--- config.mk ---
export PLATFORM = sky130hd
export DESIGN_NAME = qr_input_sequencer
export DESIGN_NICKNAME = d
export VERILOG_FILES = /design/src/rtl/qr_pkg.sv /design/src/rtl/qr_watchdog.sv /design/src/rtl/qr_input_sequencer.sv
export SDC_FILE = /design/constraint.sdc
export NUM_CORES = 1
export LEC_CHECK = 0
export ABC_AREA = 1
export BUFFER_PORTS_ARGS = -buffer_cell sky130_fd_sc_hd__buf_2
export CORE_UTILIZATION = 49
export CTS_BUF_LIST = sky130_fd_sc_hd__clkbuf_4 sky130_fd_sc_hd__clkbuf_8 sky130_fd_sc_hd__clkbuf_16
export DETAILED_ROUTE_END_ITERATION = 8
export GPL_TIMING_DRIVEN = 0
export PLACE_DENSITY = 0.71
export RECOVER_POWER = 100
export SLEW_MARGIN = 40
export SYNTH_ARGS = -nofsm -noshare
export SYNTH_HDL_FRONTEND = slang
export SYNTH_SLANG_ARGS = --single-unit
--- constraint.sdc ---
create_clock -name clk -period 3.4 [get_ports clk]
set_input_delay 0.34 -clock clk [delete_from_list [all_inputs] [get_ports clk]]
set_output_delay 0.34 -clock clk [all_outputs]
set_load 0.03 [all_outputs]
--- src/rtl/qr_pkg.sv ---
// Shared types and default dimensions for the QR accelerator.
// Imported by the input sequencer, buffer and core wrappers.
package qr_pkg;

  localparam int N_ROWS = 3;
  localparam int N_COLS = 3;
  localparam int COL_W  = $clog2(N_COLS);

  typedef enum logic [2:0] {
    S_IDLE,
    S_LOAD,
    S_LOADED,
    S_READ_COL,
    S_GAP,
    S_DONE,
    S_ERROR
  } qr_state_e;

endpackage

--- src/rtl/qr_watchdog.sv ---
// Loadable down-counter: clear reloads TIMEOUT, expire when it
// reaches zero while enabled.
module qr_watchdog #(
  parameter int TIMEOUT = 64
) (
  input  logic clk,
  input  logic reset,
  input  logic clear,
  input  logic en,
  output logic expire
);

  localparam int W = $clog2(TIMEOUT + 1);

  logic [W-1:0] count;

  always_ff @(posedge clk) begin
    if (reset) begin
      count <= '0;
    end else if (clear) begin
      count <= W'(TIMEOUT);
    end else if (en && count != '0) begin
      count <= count - W'(1);
    end
  end

  assign expire = en && (count == '0);

endmodule

--- src/rtl/qr_input_sequencer.sv ---
// Input-side sequencer: load the matrix buffer, then serve one
// column burst per core request with a re-arm gap between bursts.
module qr_input_sequencer
  import qr_pkg::*;
#(
  parameter int N_ROWS  = qr_pkg::N_ROWS,
  parameter int N_COLS  = qr_pkg::N_COLS,
  parameter int TIMEOUT = 64
) (
  input  logic                       clk,
  input  logic                       reset,
  input  logic                       host_start,
  input  logic                       host_abort,
  output logic                       host_busy,
  output logic                       host_done,
  output logic                       host_err,
  output logic                       buf_start_write,
  output logic                       buf_start_read,
  input  logic                       buf_done_load,
  input  logic                       buf_done_read_vector,
  input  logic                       core_col_req,
  output logic                       core_col_valid,
  output logic [$clog2(N_COLS)-1:0]  core_col_idx
);

  localparam int CW = $clog2(N_COLS);

  if (TIMEOUT <= N_ROWS) begin : g_bad_cfg
    $error("TIMEOUT must exceed the burst length N_ROWS");
  end

  qr_state_e     state;
  qr_state_e     nxt;
  logic [CW-1:0] col;
  logic          wd_expire;
  logic          wd_en;
  logic          wd_clear;
  logic          last_col;

  assign wd_en    = (state == S_LOAD) || (state == S_READ_COL);
  assign wd_clear = (nxt != state);
  assign last_col = (col == CW'(N_COLS - 1));

  qr_watchdog #(
    .TIMEOUT (TIMEOUT)
  ) u_wd (
    .clk    (clk),
    .reset  (reset),
    .clear  (wd_clear),
    .en     (wd_en),
    .expire (wd_expire)
  );

  // Abort beats timeout beats normal flow; done flags are then ignored.
  always_comb begin
    nxt = state;
    if (host_abort) begin
      nxt = S_IDLE;
    end else if (wd_expire) begin
      nxt = S_ERROR;
    end else begin
      unique case (state)
        S_IDLE,
        S_ERROR:    if (host_start) nxt = S_LOAD;
        S_LOAD:     if (buf_done_load) nxt = S_LOADED;
        S_LOADED:   if (core_col_req) nxt = S_READ_COL;
        S_READ_COL: if (buf_done_read_vector) nxt = S_GAP;
        S_GAP:      nxt = last_col ? S_DONE : S_LOADED;
        S_DONE:     nxt = S_IDLE;
        default:    nxt = S_IDLE;
      endcase
    end
  end

  always_ff @(posedge clk) begin
    if (reset) begin
      state           <= S_IDLE;
      col             <= '0;
      host_busy       <= 1'b0;
      host_done       <= 1'b0;
      host_err        <= 1'b0;
      buf_start_write <= 1'b0;
      buf_start_read  <= 1'b0;
      core_col_valid  <= 1'b0;
    end else begin
      state           <= nxt;
      host_busy       <= (nxt != S_IDLE) && (nxt != S_ERROR);
      host_err        <= (nxt == S_ERROR);
      buf_start_write <= (nxt == S_LOAD);
      buf_start_read  <= (nxt == S_READ_COL);
      core_col_valid  <= (state == S_READ_COL) && (nxt == S_GAP);
      host_done       <= (state == S_DONE) && !host_abort;
      if (nxt == S_IDLE || nxt == S_ERROR || nxt == S_LOAD) begin
        col <= '0;
      end else if (state == S_GAP && nxt == S_LOADED) begin
        col <= col + CW'(1);
      end
    end
  end

  assign core_col_idx = col;

endmodule

# Word level (Yosys, flattened, before mapping)
# Cells that the tools add are included.
# word_totals
register_bits	18
out_inout_bits	8
word_cells	55
# classes
add_sub_neg	2
n_eq_ne	14
n_mux	10
reduce_logical	19
# ops
op	count
two-way mux 3 bit	7
equality test 3 bit, second input constant	5
one-hot mux 3 bit (5 select lines)	1
two-way mux 7 bit	2
equality test 3 x 2 -> 1 bit, second input constant	4
logical NOT 7 bit	1
nonzero test 7 bit	1
subtractor 7 x 1 -> 7 bit, second input constant	1
equality test 3 x 1 -> 1 bit, second input constant	2
logical AND 1 bit	6
logical NOT 3 bit	2
OR reduction 2 bit	3
logical OR 1 bit	3
!= test 3 bit	1
!= test 3 bit, second input constant	1
nonzero test 3 bit	1
adder 2 x 1 -> 2 bit, second input constant	1
equality test 2 bit, second input constant	1
nonzero test 2 bit	1
logical NOT 1 bit	1

# Depth between registers and ports, before layout
# logic_depth
word_depth	9
ltp_mapped	13

# By module
# From an unflattened synthesis, not the netlist that was laid out.
# unflattened
cells_unflattened	160
area_unflattened_um2	1078.5
# by_module_without_submodules
mod	n_inst	cells_per_inst	area_per_inst_um2	seq_area_each_um2
qr_input_sequencer	1	98	654.4	220.2
qr_watchdog	1	62	424.2	140.1

# Least setup slack after synthesis
# OpenSTA, ideal clock, no wires.
# synth_path
path_type	register -> register
from	register col[0], in the netlist core_col_idx[0]
to	register col[0], in the netlist core_col_idx[0]
t_arrival_ns	1.608
required_time_ns	3.330
slack_ns	1.722
stages_incl_launch_ff	12
synth_period_minus_slack_ns	1.678
path_cell_list	dfxtp_1 > inv_1 > ha_1 > nand3_1 > nand2_1 > nor2_2 > nand2_4 > nand2_4 > nand2_2 > nor3_2 > nand2_1 > a21oi_1
# synth_via
elab_chain_len	9
word_cells_on_any_way	14
cone_classes	1 x add/sub; 4 x eq/ne; 4 x mux; 5 x reduce/logical
# synth_lines
item	line_no	source
start, declared	qr_input_sequencer.sv:34	logic [CW-1:0] col;
start signal, assigned	qr_input_sequencer.sv:96	col <= col + CW'(1);
equality test 2 bit	qr_input_sequencer.sv:42	assign last_col = (col == CW'(N_COLS - 1));
two-way mux 3 bit	qr_input_sequencer.sv:68	S_GAP: nxt = last_col ? S_DONE : S_LOADED;
one-hot mux 3 bit (5 select lines)	qr_input_sequencer.sv:62	unique case (state)
two-way mux 3 bit	qr_input_sequencer.sv:59	end else if (wd_expire) begin
two-way mux 3 bit	qr_input_sequencer.sv:57	if (host_abort) begin
equality test 3 bit or logical NOT 3 bit (tied branches)	qr_input_sequencer.sv:93	if (nxt == S_IDLE || nxt == S_ERROR || nxt == S_LOAD) begin
logical OR 1 bit (2 in a row)	qr_input_sequencer.sv:93	
OR reduction 2 bit (no line)	n/a	
# Several ways; a longest one is shown, not always the timed one.
# A chain may end at the register's enable or synchronous reset.

# Worst setup path after layout
# layout_path
from	register state[0]
to	register u_wd.count[0]
# layout_via
elab_chain_len	7
word_cells_on_any_way	19
cone_classes	6 x eq/ne; 7 x mux; 6 x reduce/logical
# layout_lines
item	line_no	source
start, declared	qr_input_sequencer.sv:32	qr_state_e state;
start signal, assigned	qr_input_sequencer.sv:86	state <= nxt;
equality test 3 bit (tied with other cells)	qr_input_sequencer.sv:62	
OR reduction 2 bit or logical OR 1 bit (tied branches)	qr_input_sequencer.sv:62, qr_input_sequencer.sv:40	
one-hot mux 3 bit (5 select lines) or logical AND 1 bit (tied branches)	qr_input_sequencer.sv:62, qr_watchdog.sv:27	
two-way mux 3 bit	qr_input_sequencer.sv:59	
two-way mux 3 bit	qr_input_sequencer.sv:57	
!= test 3 bit	qr_input_sequencer.sv:41	assign wd_clear = (nxt != state);
OR reduction 2 bit (no line)	n/a	
end signal, assigned	qr_watchdog.sv:21	count <= W'(TIMEOUT);
end signal, assigned	qr_watchdog.sv:23	count <= count - W'(1);
end, declared	qr_watchdog.sv:15	logic [W-1:0] count;
# Several ways; a longest one is shown, not always the timed one.

==> qor.csv <==
stage,metric,value,unit
clocking,post_cts resized,0,
timing,Final Hold Viols,0,
yosys,Post-synth top cells,"26 x nand2_1, 22 x inv_1, 18 x dfxtp_1",
cells_and_area,share of post-route cells with drive strength above 1,21.5,%
routing,WL/cell,10.3,um
placement,Final GP Congestion,0.811,
placement,input/output buffers,13,
outcome,status,finished clean,
clocking,clock latency at the later pin of the worst-skew pair,300,ps
worst_setup_path,Critical Path Start Type,register,
placement,DP Worst Slack,1630,ps
pwr,Max VDD drop,0.000324,V
yosys,"EDFF count, synth",0,
yosys,Synth Instances,155,
timing,Slew @ Worst Pin,510,ps
timing,worst hold margin,395,ps
routing,DRC violations left,0,
worst_setup_path,CP Cell Sequence,clkbuf_1 -> clkinvlp_2 -> nor2_8 -> nand2_2 -> nand2_1 -> nand2_4 -> nand3_1 -> nand2_4 -> nand2_1 -> nand2_1 -> nand4_4 -> nor2_1,
routing,metal2 WL,1.04,mm
yosys,Yosys top cell area share,31.5,%
worst_setup_path,CP top delay family,simple AND/OR/NAND/NOR gates,
yosys,async set or reset register ratio after synthesis,0,%
pwr,pwr/cell area,387,mW/mm2
routing,total wire length,2.07,mm
floorplanning,core footprint,0.00221,mm2
routing,met3 routed WL,75,um
yosys,syn nets,165,
floorplanning,Starting Density,51.7,%
floorplanning,die area,0.00253,mm2
timing,clock period minus worst slack,2430,ps
timing,fin. max-slew vios,0,
routing,DRT Pass-1 Iters,5,
worst_hold_path,Worst Hold Class,input pin to register,
floorplanning,Die H,50.3,um
routing,max layer used,met4,
clocking,Root Driver,clkbuf_4,
clocking,Post-CTS Setup Bufs,0,
floorplanning,Rows,17,
global_routing,remaining global-route overflow,0,
worst_setup_path,crit path buf inv count,2,
clocking,TritonCTS clock tree,yes,
timing,RSZ-0062 raised after global routing,no,
clocking,CTS buffer count,3,
yosys,Syn Std Cell Area,0.00114,mm2
cells_and_area,Filler cells,234,
timing,Rel. slew slack,66.0,%
floorplanning,die width,50.3,um
global_routing,antenna violations before repair,0,
worst_setup_path,CP dominant cell by count,nand2_1,
global_routing,first-pass GRT wire length,3.52,mm
timing,Highest Clock Rate,412,MHz
worst_setup_path,CP arrival,2630,ps
yosys,most common cell in the netlist,nand2_1,
global_routing,largest net degree at the start of global routing,11,
routing,wire length on met1,946,um
floorplanning,io pins,15,
cells_and_area,Final Cell Area,0.00124,mm2
yosys,"Avg Cell Area, Syn",7.38,um2
worst_setup_path,Crit path largest cell delay,430,ps
pwr,leakage power,0.587,nW
clocking,clk buf depth,2,
yosys,"Seq/Total Area, Yosys",31.5,%
pwr,Design Power,0.000479,W
yosys,"FF+latch count, synth",18,
global_routing,Overall Global Routing Usage,18.1,%
timing,final worst slack,975,ps
clocking,CTS Hold Buffers Added,0,
timing,endpoints failing setup,0,
yosys,yosys warns,0,
yosys,post-synthesis cell type count,27,
timing,total negative setup slack,0,ps
yosys,"area leader, netlist",dfxtp_1,
timing,clock skew,12.2,ps
run,maxcap violations,0,
worst_setup_path,critical path type,register to register,
worst_setup_path,"Slowest-stage cell, CP",clkinvlp_2,
worst_setup_path,CP max FO,8,
routing,ANT nets after route,0,
clocking,clock slew at reported path FFs,110,ps
global_routing,vias in the first global route,858,
yosys,most common flop cell mapped by yosys,dfxtp_1,
clocking,Max H-tree Level,1,
routing,DRT iter0 DRCs,20,
timing,period utilization,71.3,%
placement,detailed placement HPWL,1.60,mm
routing,Via density,4.95,
cells_and_area,ant diodes,0,
clocking,clock sinks,18,
cells_and_area,Area Overhead vs Synth,8.10,%
worst_setup_path,CP Capture Type,register,
cells_and_area,nets@finish,183,
yosys,synth top area cells,"dfxtp_1 32%, nand2_1 8.5%, inv_1 7.2%",
placement,area post-placement,0.00124,mm2
worst_setup_path,Worst EP required,3600,ps
routing,routed vias,990,
-- per-layer routing --
layer,track usage (%),up-vias
li1,-,519
met1,20.8,445
met2,33.1,22
met5,0,-
met3,5.45,4
met4,2.78,0
-- report_power, final --
part | switching (W) | internal, W
logic | 0.0000818 | 0.0000388
registers | 0.00000467 | 0.000221
clock network | 0.0000674 | 0.0000652
-- kinds of logic after synthesis --
kind of cell	Yosys count	share of synthesized area, %
compound gates	7	4.49
xor+xnor	5	3.83
fa+ha+maj	3	3.28
buf+inv	31	11.9
flops	18	31.5
simple gates	91	45.0
-- final cells by class --
class / count / area [um2] / area share (%)
flip-flops and latches: 18 / 360 / 29.1
clock buffers: 4 / 36.3 / 2.94
well taps: 28 / 35.0 / 2.83
repair buffers: 13 / 55.1 / 4.45
plain buffers: 3 / 18.8 / 1.52
multi-input cells: 106 / 622 / 50.3
inverters: 28 / 109 / 8.81
-- registers in the layout (all words and copies together) (netlist names) --
signal           count
core_col_valid       1
core_col_idx         2
host_done            1
u_wd.count           7
buf_start_read       1
host_busy            1
buf_start_write      1
host_err             1
state                3
-- final timing paths --
kind | cells past startpoint | slack (ps) | end | from
min | 2 | 400 | state[0] | reset
max | 12 | 970 | u_wd.count[0] | state[0]
max reg2reg | 12 | 970 | u_wd.count[0] | state[0]
min reg2reg | 2 | 500 | core_col_idx[0] | core_col_idx[0]
-- cell usage in the layout, fill, tap and decap left out, types with 2 or more instances in the layout --
cell type  Yosys  final
xor2_1         5      5
clkbuf_1       0      9
nor2_1        15     17
nand2_2        6      3
clkbuf_4       0      3
buf_2          0      5
o21ai_0        2      2
nand2_1       26     29
nand3_2        2      2
inv_2          3      3
nor3_1         3      3
nand4_1        5      5
nand3_1       16     17
nor2_2        10      8
inv_1         22     22
nand2_4        4      4
dfxtp_1       18     18
a21oi_1        2      2
ha_1           3      3
-- through the flow --
step,instances,utilization (%)
3_3_place_gp,196,56.2
6_report,200,55.9
5_1_grt,200,55.9
4_1_cts,200,57.9
2_1_floorplan,155,-
3_5_place_dp,196,56.2
Power figures use the tool's default switching activity.
